--- config.mk ---
export PLATFORM = sky130hd
export DESIGN_NAME = ddr4_cmd_scheduler_flat
export DESIGN_NICKNAME = d
export VERILOG_FILES = /design/src/rtl/ddr4_cmd_scheduler_if.sv /design/src/rtl/ddr4_cmd_scheduler.sv /design/src/flat_wrapper.sv
export SDC_FILE = /design/constraint.sdc
export NUM_CORES = 1
export LEC_CHECK = 0
export CAP_MARGIN = 20
export CORE_UTILIZATION = 44
export CTS_CLUSTER_DIAMETER = 60
export DETAILED_ROUTE_END_ITERATION = 16
export PLACE_DENSITY = 0.6
export SKIP_CTS_REPAIR_TIMING = 1
export SYNTH_ARGS = -nofsm -noshare
export SYNTH_HDL_FRONTEND = slang
export SYNTH_SLANG_ARGS = --single-unit
--- constraint.sdc ---
create_clock -name clk -period 4.8 [get_ports clk]
set_input_delay 0.48 -clock clk [delete_from_list [all_inputs] [get_ports clk]]
set_output_delay 0.48 -clock clk [all_outputs]
set_load 0.005 [all_outputs]
--- src/rtl/ddr4_cmd_scheduler_if.sv ---
// ddr4_cmd_scheduler_if: request stream, status pulses and DDR4 command bus of the scheduler
// Ports (slave = scheduler side):
//   req_valid/req_ready handshake with req_write, req_bg, req_ba, req_row, req_col payload
//   rd_issue/wr_issue one-cycle pulses on RD/WR, ref_miss sticky refresh overrun flag
//   ddr_rstn, ddr_cke, ddr_csb, ddr_actn, ddr_bg, ddr_ba, ddr_addr, ddr_parity DRAM command bus
interface ddr4_cmd_scheduler_if;
    logic        req_valid;
    logic        req_ready;
    logic        req_write;
    logic [1:0]  req_bg;
    logic [1:0]  req_ba;
    logic [17:0] req_row;
    logic [9:0]  req_col;
    logic        rd_issue;
    logic        wr_issue;
    logic        ref_miss;
    logic        ddr_rstn;
    logic        ddr_cke;
    logic        ddr_csb;
    logic        ddr_actn;
    logic [1:0]  ddr_bg;
    logic [1:0]  ddr_ba;
    logic [17:0] ddr_addr;
    logic        ddr_parity;
    modport master (
        output req_valid, req_write, req_bg, req_ba, req_row, req_col,
        input  req_ready, rd_issue, wr_issue, ref_miss,
        input  ddr_rstn, ddr_cke, ddr_csb, ddr_actn, ddr_bg, ddr_ba, ddr_addr, ddr_parity
    );
    modport slave (
        input  req_valid, req_write, req_bg, req_ba, req_row, req_col,
        output req_ready, rd_issue, wr_issue, ref_miss,
        output ddr_rstn, ddr_cke, ddr_csb, ddr_actn, ddr_bg, ddr_ba, ddr_addr, ddr_parity
    );
endinterface

--- src/rtl/ddr4_cmd_scheduler.sv ---
// ddr4_cmd_scheduler: single-rank DDR4 command sequencer with power-up, row tracking and refresh
// Ports:
//   clk   controller clock, rising edge
//   rstn  asynchronous active-low reset
//   bus   ddr4_cmd_scheduler_if.slave: request handshake, issue pulses, ref_miss, DDR4 command bus
module ddr4_cmd_scheduler #(
    parameter int unsigned T_RST  = 200,
    parameter int unsigned T_CKE  = 500,
    parameter int unsigned T_RP   = 16,
    parameter int unsigned T_RCD  = 16,
    parameter int unsigned T_CCD  = 4,
    parameter int unsigned T_RFC  = 280,
    parameter int unsigned T_REFI = 6240
) (
    input logic                 clk,
    input logic                 rstn,
    ddr4_cmd_scheduler_if.slave bus
);
    typedef enum logic [3:0] {
        INIT_RST, INIT_CKE, IDLE, PRE, WAIT_RP, ACT, WAIT_RCD,
        CAS, WAIT_CCD, PREA, WAIT_RPA, REF, WAIT_RFC
    } state_t;

    localparam logic [15:0] RST_M1  = 16'(T_RST - 1);
    localparam logic [15:0] CKE_M1  = 16'(T_CKE - 1);
    localparam logic [15:0] RP_M1   = 16'(T_RP - 1);
    localparam logic [15:0] RCD_M1  = 16'(T_RCD - 1);
    localparam logic [15:0] CCD_M2  = 16'(T_CCD - 2);
    localparam logic [15:0] RFC_M2  = 16'(T_RFC - 2);
    localparam logic [15:0] REFI_M1 = 16'(T_REFI - 1);

    state_t      st_q, st_d, dec_st;
    logic [15:0] cnt_q, cnt_d, refi_q, refi_d;
    logic        pend_q, pend_d, miss_q, miss_d;
    logic [15:0] open_q, open_d;
    logic [17:0] row_q [16];
    logic        lwr_q, lwr_d;
    logic [3:0]  lbank_q, lbank_d;
    logic [17:0] lrow_q, lrow_d;
    logic [9:0]  lcol_q, lcol_d;
    logic        rstn_q, rstn_d, cke_q, cke_d, csb_q, csb_d, actn_q, actn_d;
    logic [1:0]  bg_q, bg_d, ba_q, ba_d;
    logic [17:0] addr_q, addr_d;
    logic        par_q, par_d, rd_q, rd_d, wr_q, wr_d;
    logic [3:0]  bank;
    logic        dec_pt, pend_eff, ready, hit, running, expire;

    // When T_CCD or T_RFC is 1 the command state itself doubles as the
    // decision cycle so the next command can follow on the very next edge.
    assign dec_pt   = st_q == IDLE || (st_q == CAS && T_CCD == 1) || (st_q == REF && T_RFC == 1);
    // A REF in flight clears the pending flag on this edge.
    assign pend_eff = pend_q && st_q != REF;
    assign ready    = dec_pt && !pend_eff;
    assign bank     = {bus.req_bg, bus.req_ba};
    assign hit      = open_q[bank] && row_q[bank] == bus.req_row;
    assign running  = st_q != INIT_RST && st_q != INIT_CKE;
    assign expire   = running && refi_q == REFI_M1;

    always_comb begin
        dec_st = pend_eff ? ((|open_q) ? PREA : REF) :
                 !bus.req_valid ? IDLE : hit ? CAS : open_q[bank] ? PRE : ACT;
    end

    always_comb begin
        st_d    = st_q;
        cnt_d   = cnt_q;
        open_d  = open_q;
        rstn_d  = rstn_q;
        cke_d   = cke_q;
        csb_d   = 1'b1;
        actn_d  = 1'b1;
        bg_d    = '0;
        ba_d    = '0;
        addr_d  = '0;
        rd_d    = 1'b0;
        wr_d    = 1'b0;
        lwr_d   = lwr_q;
        lbank_d = lbank_q;
        lrow_d  = lrow_q;
        lcol_d  = lcol_q;
        case (st_q)
            INIT_RST: begin
                cnt_d = cnt_q + 16'd1;
                if (cnt_q == RST_M1) begin
                    rstn_d = 1'b1;
                    cnt_d  = '0;
                    st_d   = INIT_CKE;
                end
            end
            INIT_CKE: begin
                cnt_d = cnt_q + 16'd1;
                if (cnt_q == CKE_M1) begin
                    cke_d = 1'b1;
                    cnt_d = '0;
                    st_d  = IDLE;
                end
            end
            IDLE: st_d = dec_st;
            PRE: begin
                csb_d           = 1'b0;
                {bg_d, ba_d}    = lbank_q;
                addr_d          = 18'h08000;
                open_d[lbank_q] = 1'b0;
                cnt_d           = RP_M1;
                st_d            = (T_RP == 1) ? ACT : WAIT_RP;
            end
            WAIT_RP: begin
                cnt_d = cnt_q - 16'd1;
                st_d  = (cnt_q == 16'd1) ? ACT : WAIT_RP;
            end
            ACT: begin
                csb_d           = 1'b0;
                actn_d          = 1'b0;
                {bg_d, ba_d}    = lbank_q;
                addr_d          = lrow_q;
                open_d[lbank_q] = 1'b1;
                cnt_d           = RCD_M1;
                st_d            = (T_RCD == 1) ? CAS : WAIT_RCD;
            end
            WAIT_RCD: begin
                cnt_d = cnt_q - 16'd1;
                st_d  = (cnt_q == 16'd1) ? CAS : WAIT_RCD;
            end
            CAS: begin
                csb_d        = 1'b0;
                {bg_d, ba_d} = lbank_q;
                // A16..A14 = 101 read / 100 write, A12 = 1 for BL8, A10 = 0 (no auto-precharge)
                addr_d       = {2'b01, 1'b0, !lwr_q, 1'b0, 1'b1, 2'b00, lcol_q};
                rd_d         = !lwr_q;
                wr_d         = lwr_q;
                cnt_d        = CCD_M2;
                st_d         = (T_CCD == 1) ? dec_st : (T_CCD == 2) ? IDLE : WAIT_CCD;
            end
            WAIT_CCD: begin
                cnt_d = cnt_q - 16'd1;
                st_d  = (cnt_q == 16'd1) ? IDLE : WAIT_CCD;
            end
            PREA: begin
                csb_d  = 1'b0;
                addr_d = 18'h08400;
                open_d = '0;
                cnt_d  = RP_M1;
                st_d   = (T_RP == 1) ? REF : WAIT_RPA;
            end
            WAIT_RPA: begin
                cnt_d = cnt_q - 16'd1;
                st_d  = (cnt_q == 16'd1) ? REF : WAIT_RPA;
            end
            REF: begin
                csb_d  = 1'b0;
                addr_d = 18'h04000;
                cnt_d  = RFC_M2;
                st_d   = (T_RFC == 1) ? dec_st : (T_RFC == 2) ? IDLE : WAIT_RFC;
            end
            WAIT_RFC: begin
                cnt_d = cnt_q - 16'd1;
                st_d  = (cnt_q == 16'd1) ? IDLE : WAIT_RFC;
            end
            default: st_d = INIT_RST;
        endcase
        if (ready && bus.req_valid) begin
            lwr_d   = bus.req_write;
            lbank_d = bank;
            lrow_d  = bus.req_row;
            lcol_d  = bus.req_col;
        end
    end

    assign par_d  = ^{actn_d, bg_d, ba_d, addr_d};
    assign refi_d = (!running || expire) ? 16'd0 : refi_q + 16'd1;
    assign pend_d = expire || pend_eff;
    assign miss_d = miss_q || (expire && pend_eff);

    always_ff @(posedge clk or negedge rstn) begin
        if (!rstn) begin
            st_q    <= INIT_RST;
            cnt_q   <= '0;
            refi_q  <= '0;
            pend_q  <= 1'b0;
            miss_q  <= 1'b0;
            open_q  <= '0;
            lwr_q   <= 1'b0;
            lbank_q <= '0;
            lrow_q  <= '0;
            lcol_q  <= '0;
            rstn_q  <= 1'b0;
            cke_q   <= 1'b0;
            csb_q   <= 1'b1;
            actn_q  <= 1'b1;
            bg_q    <= '0;
            ba_q    <= '0;
            addr_q  <= '0;
            par_q   <= 1'b0;
            rd_q    <= 1'b0;
            wr_q    <= 1'b0;
        end else begin
            st_q    <= st_d;
            cnt_q   <= cnt_d;
            refi_q  <= refi_d;
            pend_q  <= pend_d;
            miss_q  <= miss_d;
            open_q  <= open_d;
            lwr_q   <= lwr_d;
            lbank_q <= lbank_d;
            lrow_q  <= lrow_d;
            lcol_q  <= lcol_d;
            rstn_q  <= rstn_d;
            cke_q   <= cke_d;
            csb_q   <= csb_d;
            actn_q  <= actn_d;
            bg_q    <= bg_d;
            ba_q    <= ba_d;
            addr_q  <= addr_d;
            par_q   <= par_d;
            rd_q    <= rd_d;
            wr_q    <= wr_d;
        end
    end

    // Row contents only matter while the matching open bit is set, so no reset.
    always_ff @(posedge clk) begin
        if (st_q == ACT) row_q[lbank_q] <= lrow_q;
    end

    assign bus.req_ready  = ready;
    assign bus.rd_issue   = rd_q;
    assign bus.wr_issue   = wr_q;
    assign bus.ref_miss   = miss_q;
    assign bus.ddr_rstn   = rstn_q;
    assign bus.ddr_cke    = cke_q;
    assign bus.ddr_csb    = csb_q;
    assign bus.ddr_actn   = actn_q;
    assign bus.ddr_bg     = bg_q;
    assign bus.ddr_ba     = ba_q;
    assign bus.ddr_addr   = addr_q;
    assign bus.ddr_parity = par_q;
endmodule

--- src/flat_wrapper.sv ---
// flat-port wrapper written by rule: the top's interface ports become plain ports
module ddr4_cmd_scheduler_flat 
#(
    parameter int unsigned T_RST  = 200,
    parameter int unsigned T_CKE  = 500,
    parameter int unsigned T_RP   = 16,
    parameter int unsigned T_RCD  = 16,
    parameter int unsigned T_CCD  = 4,
    parameter int unsigned T_RFC  = 280,
    parameter int unsigned T_REFI = 6240
)
  (clk, rstn, bus_req_valid, bus_req_write, bus_req_bg, bus_req_ba, bus_req_row, bus_req_col, bus_req_ready, bus_rd_issue, bus_wr_issue, bus_ref_miss, bus_ddr_rstn, bus_ddr_cke, bus_ddr_csb, bus_ddr_actn, bus_ddr_bg, bus_ddr_ba, bus_ddr_addr, bus_ddr_parity);
  ddr4_cmd_scheduler_if bus_i ();
  input logic clk;
  input logic rstn;
  input wire logic [$bits(bus_i.req_valid)-1:0] bus_req_valid;
  input wire logic [$bits(bus_i.req_write)-1:0] bus_req_write;
  input wire logic [$bits(bus_i.req_bg)-1:0] bus_req_bg;
  input wire logic [$bits(bus_i.req_ba)-1:0] bus_req_ba;
  input wire logic [$bits(bus_i.req_row)-1:0] bus_req_row;
  input wire logic [$bits(bus_i.req_col)-1:0] bus_req_col;
  output wire logic [$bits(bus_i.req_ready)-1:0] bus_req_ready;
  output wire logic [$bits(bus_i.rd_issue)-1:0] bus_rd_issue;
  output wire logic [$bits(bus_i.wr_issue)-1:0] bus_wr_issue;
  output wire logic [$bits(bus_i.ref_miss)-1:0] bus_ref_miss;
  output wire logic [$bits(bus_i.ddr_rstn)-1:0] bus_ddr_rstn;
  output wire logic [$bits(bus_i.ddr_cke)-1:0] bus_ddr_cke;
  output wire logic [$bits(bus_i.ddr_csb)-1:0] bus_ddr_csb;
  output wire logic [$bits(bus_i.ddr_actn)-1:0] bus_ddr_actn;
  output wire logic [$bits(bus_i.ddr_bg)-1:0] bus_ddr_bg;
  output wire logic [$bits(bus_i.ddr_ba)-1:0] bus_ddr_ba;
  output wire logic [$bits(bus_i.ddr_addr)-1:0] bus_ddr_addr;
  output wire logic [$bits(bus_i.ddr_parity)-1:0] bus_ddr_parity;
  assign bus_i.req_valid = bus_req_valid;
  assign bus_i.req_write = bus_req_write;
  assign bus_i.req_bg = bus_req_bg;
  assign bus_i.req_ba = bus_req_ba;
  assign bus_i.req_row = bus_req_row;
  assign bus_i.req_col = bus_req_col;
  assign bus_req_ready = bus_i.req_ready;
  assign bus_rd_issue = bus_i.rd_issue;
  assign bus_wr_issue = bus_i.wr_issue;
  assign bus_ref_miss = bus_i.ref_miss;
  assign bus_ddr_rstn = bus_i.ddr_rstn;
  assign bus_ddr_cke = bus_i.ddr_cke;
  assign bus_ddr_csb = bus_i.ddr_csb;
  assign bus_ddr_actn = bus_i.ddr_actn;
  assign bus_ddr_bg = bus_i.ddr_bg;
  assign bus_ddr_ba = bus_i.ddr_ba;
  assign bus_ddr_addr = bus_i.ddr_addr;
  assign bus_ddr_parity = bus_i.ddr_parity;
  ddr4_cmd_scheduler #(.T_RST(T_RST), .T_CKE(T_CKE), .T_RP(T_RP), .T_RCD(T_RCD), .T_CCD(T_CCD), .T_RFC(T_RFC), .T_REFI(T_REFI)) u_core (.clk(clk), .rstn(rstn), .bus(bus_i));
endmodule
==> results.ini, run 1 <==
[logic_synthesis]
synth_most_common_cell = edfxtp_1
synthesis.nets = 1149
synth_warnings = 0
synth-seq-area-share_pct = 66.3
synth_area_leaders = edfxtp_1, dfrtp_1, mux4_2, mux2_2, mux2i_1
synth_area_um2 = 17400
yosysTopAreaCell = edfxtp_1
synth_top_cell_area_share_pct = 49.6
avgSynthCellArea_um2 = 15.7
synth.distinct_cells = 76
synth_cells = 1109
synth_enable_flop_cells = 288
synth-seq-cells = 404
async_flop_share_pct = 28.7
synthTopCellsByCount = edfxtp_1, dfrtp_1, nor2_1, mux4_2, a21oi_1
ys.flop_type = edfxtp_1

[cells_and_area]
final_cell_area_um2 = 20100
fin_nets = 1234
fin_util_pct = 51.8
synthToLayoutAreaGrowth_pct = 15.4
diodes = 0
drive_above_1_share_pct = 18.0

[die]
die-height_um = 201
dieArea_um2 = 40400
die_w_um = 201
start_util_pct = 44.9
io_pins = 67
num_rows = 72
design.core.area_um2 = 38800

[global_routing]
grt_overflow_total = 0
grt_usage_pct = 21.3
grt_pass1_vias = 10200
antenna_found_initial = 1
grt_pass1_wl_um = 64200
grt_max_degree = 83

[setup_path]
worstSetupPathType = reg -> reg
cp_max_fo = 24
reg2reg_to = u_core.row_q[13][13]$_DFFE_PP_
rrSetupSlack_ps = 1430
r2r_start = u_core.st_q[2]$_DFFE_PN0P_
startpoint = u_core.st_q[2]$_DFFE_PN0P_
ff2ff_path_depth = 5
worstPathArrival_ps = 3620
start_kind = register
cp-end-kind = register
crit_end = u_core.row_q[13][13]$_DFFE_PP_
cp.required_ps = 5060

[route]
vias = 10000
drc = 0
wl_per_cell_um = 23.9
ant_nets = 0
viasPerCell = 5.73
firstDrtPassIters = 5
drtIter0Drc = 962
drt_wl_total_um = 41800

[timing]
fin_tns_setup_ps = 0
rsz0062_at_grt = no
final_max_slew_viol_count = 0
timing.final.crit_share_pct = 70.1
max_slew_margin_pct = 26.0
tightest_slew_ps = 1100
postLayoutSetupSlackWorst_ps = 1430
final-hold-violation-count = 5
timing.fmax_mhz = 297
clock-skew-final_ps = 20.1
period_minus_slack_ps = 3370
setup_violations = 0
whs_ps = -8.49

[cts]
clk_latency_ps = 570
cts-buffers-inserted = 45
h-tree-depth = 2
clockBufferDepth = 3
clkTransAtPathRegs_ps = 60
cts_root_buf = clkbuf_16
cts.sink_count = 404
cts_tree = done

[pwr]
p_total_mw = 7.23
peakVddDrop_mv = 0.274
powerDensity_nw_per_um2 = 360
leakagePower_nw = 6.42

[place]
io_buffers = 66
routabilityCongestion = 0.831
hpwlAfterDp_um = 25300
dpl_cell_area_um2 = 18700
pre_cts_slack_ps = 1240

[run_status]
violations = hold timing
status = finished with violations

[flow_run]
max_cap_violations = 0

[min_path]
hold_class = in -> async

layout make-up:
| class | count | area [um2] |
|---|---|---|
| multi-input combinational | 629 | 5510 |
| fill | 3189 | 18700 |
| inverter | 12 | 45.0 |
| clock inverter | 15 | 184 |
| clock buffer | 67 | 1250 |
| timing repair buffer | 102 | 917 |
| sequential | 404 | 11600 |
| tap | 518 | 648 |
where the power goes:
part | switching [mW] | internal, mW
Clock | 1.35 | 2.01
Sequential | 0 | 3.70
Combinational | 0.0989 | 0.0692
Total | 1.45 | 5.78
per-layer routing:
metal  routed length (um)  vias to the layer above  global-route usage [%]  part of all wire, %
li1                     -                     4486                       -                    -
met1                18600                     5178                    29.7                   44
met2                19800                      292                    34.0                   47
met3                 2630                       61                    4.59                  6.3
met4                  844                        0                    5.86                  2.0
met5                    0                        -                       0                    0
through the flow:
| stage | hold slack [ps] | std cells |
|---|---|---|
| after floorplan | 184 | 1109 |
| after detailed placement | 455 | 1665 |
| after global placement | 456 | 1665 |
| after CTS | 11.1 | 1747 |
| after global routing | 52.7 | 1747 |
| final | -8.49 | 1747 |
cell families after synthesis:
family	after synthesis	synth area share [%]
AOI/OAI and AO/OA	172	6.20
xor gates and xnor gates	68	3.73
adders and majority gates	4	0.287
buffers and inverters	76	2.33
DFF	404	66.3
muxes	144	14.2
and+or+nand+nor	241	6.91
flip-flops by register name, indices dropped and copies added, names as in the netlist, 2 cells and up:
signal / flops
u_core.bus.ddr_bg: 2
u_core.lbank_q: 4
u_core.cnt_q: 16
u_core.bus.ddr_addr: 18
u_core.open_q: 16
u_core.bus.ddr_ba: 2
u_core.lrow_q: 18
u_core.lcol_q: 10
u_core.st_q: 4
u_core.row_q: 288
u_core.refi_q: 16
how the worst min path moves through the flow:
stage / endpoint / depth (start not counted) / startpoint / slack, ps
global route: u_core.refi_q[2]$_DFF_PN0_ / 1 / rstn / 50
global placement: u_core.bus.rd_issue$_DFF_PN0_ / 1 / u_core.lwr_q$_DFFE_PN0P_ / 460
CTS: u_core.refi_q[1]$_DFF_PN0_ / 1 / rstn / 10
detailed placement: u_core.bus.ddr_rstn$_DFFE_PN0P_ / 1 / u_core.bus.ddr_rstn$_DFFE_PN0P_ / 460
floorplan: u_core.bus.ddr_addr[0]$_DFF_PN0_ / 0 / rstn / 180
finish: u_core.refi_q[0]$_DFF_PN0_ / 1 / rstn / -8
cells in the final DEF (no fill, tap or decap), types with 8 or more instances in the layout:
master	synthesis	routed
nor3_2	0	9
nand3_1	19	19
and2_1	17	17
clkbuf_16	0	45
xor2_1	30	30
buf_4	7	38
a21oi_1	63	63
a22o_1	10	10
mux2_2	34	34
edfxtp_1	288	288
dfrtp_1	114	114
clkbuf_1	37	18
nor4_1	8	8
mux4_2	64	64
nor2_1	65	65
nand2b_1	8	8
mux4_1	12	12
inv_1	11	11
clkdlybuf4s50_1	0	61
xnor2_1	34	34
o21ai_0	39	39
nor3_1	36	27
mux2i_1	34	34
nand2_1	47	46
critical path, cell delays in order (launching register included):
cell      delay (ps)
dfrtp_1          340
buf_4            250
and4bb_2         670
inv_1            390
nor3_2           980
buf_4            390
Note: power is estimated with default switching activity, not from simulation.
==> run 2: changes to the inputs <==
==> constraint.sdc (replaced) <==
create_clock -name clk -period 3.2 [get_ports clk]
set_input_delay 0.32 -clock clk [delete_from_list [all_inputs] [get_ports clk]]
set_output_delay 0.32 -clock clk [all_outputs]
set_load 0.005 [all_outputs]
==> run 2 against run 1 <==
Net effect: the flow now finishes without violations; cell count increased by 1.8%; non-clock buffer count increased by 34; sequential share of layout area decreased by 0.89 points; via count increased by 1.5%; combinational power increased by 64%; worst setup slack got worse by 1200 ps; clock skew increased by 4.0 ps; sequential power increased by 50%; register-to-register slack got worse by 980 ps; critical path type is now reg -> out; highest routed layer unchanged.
==> results.ini, run 2 (synthesis results as in run 1) <==
[min_path]
hold_class = in -> reg

[setup_path]
crit_path_cell_trace = buf_4, or2_2, nor3_1, clkdlybuf4s50_1
cp.required_ps = 2880
start_kind = register
cp_num_buf_inv = 2
critPathMaxStageDelay_ps = 610
crit_family = buffers and inverters
cp-end-kind = output pin
cp_max_fo = 10
worstSetupPathType = reg -> out
worstPathArrival_ps = 2600
slowest_stage = clkdlybuf4s50_1

[timing]
setup_violations = 0
timing.fmax_mhz = 343
tightest_slew_ps = 994
rsz0062_at_grt = no
period_minus_slack_ps = 2920
max_slew_margin_pct = 33.5
final_max_slew_viol_count = 0
fin_tns_setup_ps = 0
timing.final.crit_share_pct = 91.2
final-hold-violation-count = 0
clock-skew-final_ps = 24.1

[route]
ant_nets = 0
wl_per_cell_um = 23.8
vias = 10200
drtIter0Drc = 767
drc = 0
viasPerCell = 5.72
drt_wl_total_um = 42300
firstDrtPassIters = 5

[die]
die_w_um = 201
start_util_pct = 44.9
num_rows = 72
design.core.area_um2 = 38800
io_pins = 67
die-height_um = 201
dieArea_um2 = 40400

[cts]
cts_tree = done
clk_latency_ps = 580
clkTransAtPathRegs_ps = 60
h-tree-depth = 2
cts.sink_count = 404
cts_root_buf = clkbuf_16
cts-buffers-inserted = 43
clockBufferDepth = 3

[pwr]
powerDensity_nw_per_um2 = 521
leakagePower_nw = 6.62
peakVddDrop_mv = 0.387

[global_routing]
grt_pass1_wl_um = 64700
grt_overflow_total = 0
grt_usage_pct = 21.6
grt_pass1_vias = 10400
antenna_found_initial = 0
grt_max_degree = 68

[place]
dp.cells = 1698
hpwlAfterDp_um = 26500
routabilityCongestion = 0.846
io_buffers = 66

[cells_and_area]
regMostFlops = u_core.row_q
fin_nets = 1266
drive_above_1_share_pct = 20.5
final_cell_mix = edfxtp_1, dfrtp_1, nor2_1
instances_no_fill = 1779
synthToLayoutAreaGrowth_pct = 17.2
final_common_cell = edfxtp_1
diodes = 0
largest_reg_flops = 288

[flow_run]
max_cap_violations = 0

[run_status]
status = finished clean

[run 2: metal layers]
layer | routed length (um) | global-route usage, % | vias to the layer above | share of wire, %
li1 | - | - | 4544 | -
met1 | 18800 | 29.9 | 5263 | 44
met2 | 20200 | 35.1 | 300 | 48
met3 | 2480 | 4.32 | 62 | 5.9
met4 | 809 | 5.53 | 0 | 1.9
met5 | 0 | 0 | - | 0
[run 2: report_power, final]
group	internal [mW]	switching (mW)
logic	0.123	0.153
registers	5.55	0
clock network	2.75	2.06
total	8.43	2.21
[run 2: final cells by class]
| type | count | area, um2 |
|---|---|---|
| Timing Repair Buffer | 136 | 1300 |
| Sequential cell | 404 | 11600 |
| Tap cell | 518 | 648 |
| Inverter | 12 | 45.0 |
| Multi-Input combinational cell | 629 | 5510 |
| Fill cell | 3198 | 18400 |
| Clock buffer | 58 | 1170 |
| Clock inverter | 22 | 198 |
[run 2: worst paths after layout]
check	start	end	slack [ps]	depth (start not counted)
min	bus_req_col[3]	u_core.lcol_q[3]$_DFFE_PN0P_	350	2
max	u_core.st_q[3]$_DFFE_PN0P_	bus_req_ready	280	4
min in group asynchronous	rstn	u_core.refi_q[0]$_DFF_PN0_	370	2
min reg2reg	u_core.lwr_q$_DFFE_PN0P_	u_core.bus.rd_issue$_DFF_PN0_	460	1
max reg2reg	u_core.cnt_q[10]$_DFFE_PN0P_	u_core.cnt_q[13]$_DFFE_PN0P_	450	8
max in group asynchronous	rstn	u_core.bus.wr_issue$_DFF_PN0_	2100	3
[run 2: worst reg2reg max path, stage by stage (launching register included)]
cell       delay (ps)
dfrtp_1           480
or4_1             640
nor4_2            200
buf_4             200
and4_1            260
a211oi_1          150
buf_2             210
a2111oi_0         380
a21oi_1            90
[run 2: through the flow]
step           total power [mW]  hold slack, ps  instance area [um2]  utilization (%)  worst slack [ps]
6_report                   10.6             354                20400             52.6               282
5_1_grt                    11.0             337                20400             52.6               124
4_1_cts                    10.8            -193                20400             52.6               243
3_5_place_dp               5.94             416                19000             49.1               169
3_3_place_gp               5.94             411                19000             49.0               213
2_1_floorplan              5.80            24.4                17400                -              -220
==> run 3: changes to the inputs <==
--- a/config.mk
+++ b/config.mk
@@ -5,8 +5,10 @@
 export SDC_FILE = /design/constraint.sdc
 export NUM_CORES = 1
 export LEC_CHECK = 0
-export CAP_MARGIN = 20
+export CAP_MARGIN = 10
+export CORE_ASPECT_RATIO = 0.5
 export CORE_UTILIZATION = 44
+export CTS_BUF_LIST = sky130_fd_sc_hd__clkbuf_8
 export CTS_CLUSTER_DIAMETER = 60
 export DETAILED_ROUTE_END_ITERATION = 16
 export PLACE_DENSITY = 0.6
==> run 3 against run 2 <==
Net effect: clock skew increased by 0.79 ps; critical path depth increased by 1; cell count increased by 1.1%; worst setup slack about the same; flip-flop and latch count unchanged; clock power decreased by 15%; core utilization decreased by 1.2 points; non-clock buffer count decreased by 18; worst hold slack got worse by 90 ps; cell area decreased by 1.9%; power decreased by 6.9%; clock-buffer cell count increased by 7; critical path type unchanged.
==> results.ini, run 3 (synthesis results as in run 1) <==
[run_status]
status = finished clean

[setup_path]
worstSetupPathType = reg -> out
start_kind = register
cp_max_fo = 20
cp.required_ps = 2880
cp-end-kind = output pin
worstPathArrival_ps = 2600
r2r_start = u_core.cnt_q[12]$_DFFE_PN0P_
startpoint = u_core.st_q[2]$_DFFE_PN0P_

[pwr]
seqPwrFrac_pct = 56.0
switching_share_pct = 21.5
pwr-share-comb_pct = 2.7
switchingPower_mw = 2.13
leakagePower_nw = 6.50
peakVddDrop_mv = 0.259
p_clk_share_pct = 41.3
p_int_mw = 7.77
p_total_mw = 9.91
powerDensity_nw_per_um2 = 495

[die]
design.core.area_um2 = 38900
io_pins = 67
start_util_pct = 44.8
die-height_um = 143
dieArea_um2 = 40500
die_w_um = 283
num_rows = 51

[cells_and_area]
drive_above_1_share_pct = 20.0
seq_area_um2 = 11600
multiInputGateArea_um2 = 5510
regMostFlops = u_core.row_q
synthToLayoutAreaGrowth_pct = 14.9
fin_util_pct = 51.5
final_common_cell = edfxtp_1
diodes = 0
fill_cells = 3257
fin_nets = 1261
largest_reg_flops = 288
final_cell_mix = edfxtp_1, dfrtp_1, nor2_1, clkbuf_8, mux4_2
final_cell_area_um2 = 20000

[global_routing]
grt_usage_pct = 21.6
grt_pass1_vias = 10400
grt_pass1_wl_um = 65000
antenna_found_initial = 0
grt_max_degree = 46
grt_overflow_total = 0

[timing]
whs_ps = 264
final_max_slew_viol_count = 0
period_minus_slack_ps = 2920
setup_violations = 0
final-hold-violation-count = 0
max_slew_margin_pct = 41.2
timing.final.crit_share_pct = 91.2
postLayoutSetupSlackWorst_ps = 282
tightest_slew_ps = 879
timing.fmax_mhz = 343
rsz0062_at_grt = no
clock-skew-final_ps = 24.9

[cts]
clk_latency_ps = 630
h-tree-depth = 2
cts.sink_count = 404
cts_tree = done
clockBufferDepth = 3
cts_root_buf = clkbuf_8
clkTransAtPathRegs_ps = 70
cts-buffers-inserted = 56

[route]
drc = 0
drt_wl_total_um = 42900
viasPerCell = 5.71
wl_per_cell_um = 23.9
firstDrtPassIters = 8
drtIter0Drc = 861
ant_nets = 0
vias = 10300

[flow_run]
max_cap_violations = 0

[min_path]
hold_class = in -> async

[place]
hpwlAfterDp_um = 26200
dpl_cell_area_um2 = 18900
io_buffers = 66
pre_cts_slack_ps = 191
routabilityCongestion = 0.852

## run 3: cell count changes in the layout (fill, tap and decap cells not counted), moves of 7 or more
cell / before / now
clkbuf_8: 4 / 65
clkbuf_16: 43 / 0
inv_1: 11 / 34
buf_4: 60 / 48
clkbuf_1: 11 / 0
clkinv_2: 12 / 5
## run 3: worst max-delay path: stages (launching register included)
cell and delay [ps]:
dfrtp_1 470, buf_4 250, or2_2 390, nor3_1 200
buf_4 160, clkdlybuf4s50_1 490
## run 3: cell type report
class,count,share of cell area (%)
clock buffers,65,4.47
clock inverters,40,1.31
inverters,12,0.225
multi-input cells,629,27.5
flip-flops and latches,404,57.7
well taps,530,3.31
repair buffers,118,5.48
## run 3: power by group through the flow
stage                     logic (mW)  registers (mW)  clock network [mW]
after floorplan                0.138            5.66                   0
after global placement         0.271            5.66                   0
after detailed placement       0.272            5.66                   0
after CTS                      0.273            5.55                4.17
after global routing           0.288            5.55                4.40
final                          0.268            5.55                4.09
## run 3: per-stage QoR
step           cells  setup TNS, ps
4_1_cts         1796              0
3_5_place_dp    1691              0
6_report        1798              0
2_1_floorplan   1109         -29910
3_3_place_gp    1691              0
5_1_grt         1798              0
## run 3: path summary, 6_finish.rpt
kind / end / slack (ps) / cells after the start
min in group clk: u_core.lwr_q$_DFFE_PN0P_ / 320 / 2
max in group asynchronous: u_core.lcol_q[2]$_DFFE_PN0P_ / 2060 / 3
hold reg to reg: u_core.refi_q[0]$_DFF_PN0_ / 490 / 1
setup / recovery: bus_req_ready / 280 / 5
setup reg to reg: u_core.cnt_q[5]$_DFFE_PN0P_ / 450 / 9
hold / removal: u_core.cnt_q[10]$_DFFE_PN0P_ / 260 / 2
## run 3: layer usage
metal  part of all wire [%]  GRT usage, %  wire (um)
met1                     45          30.5      19100
met2                     47          34.5      20100
met3                    6.5          4.01       2780
met4                    2.1          6.17        922
met5                      0             0          0
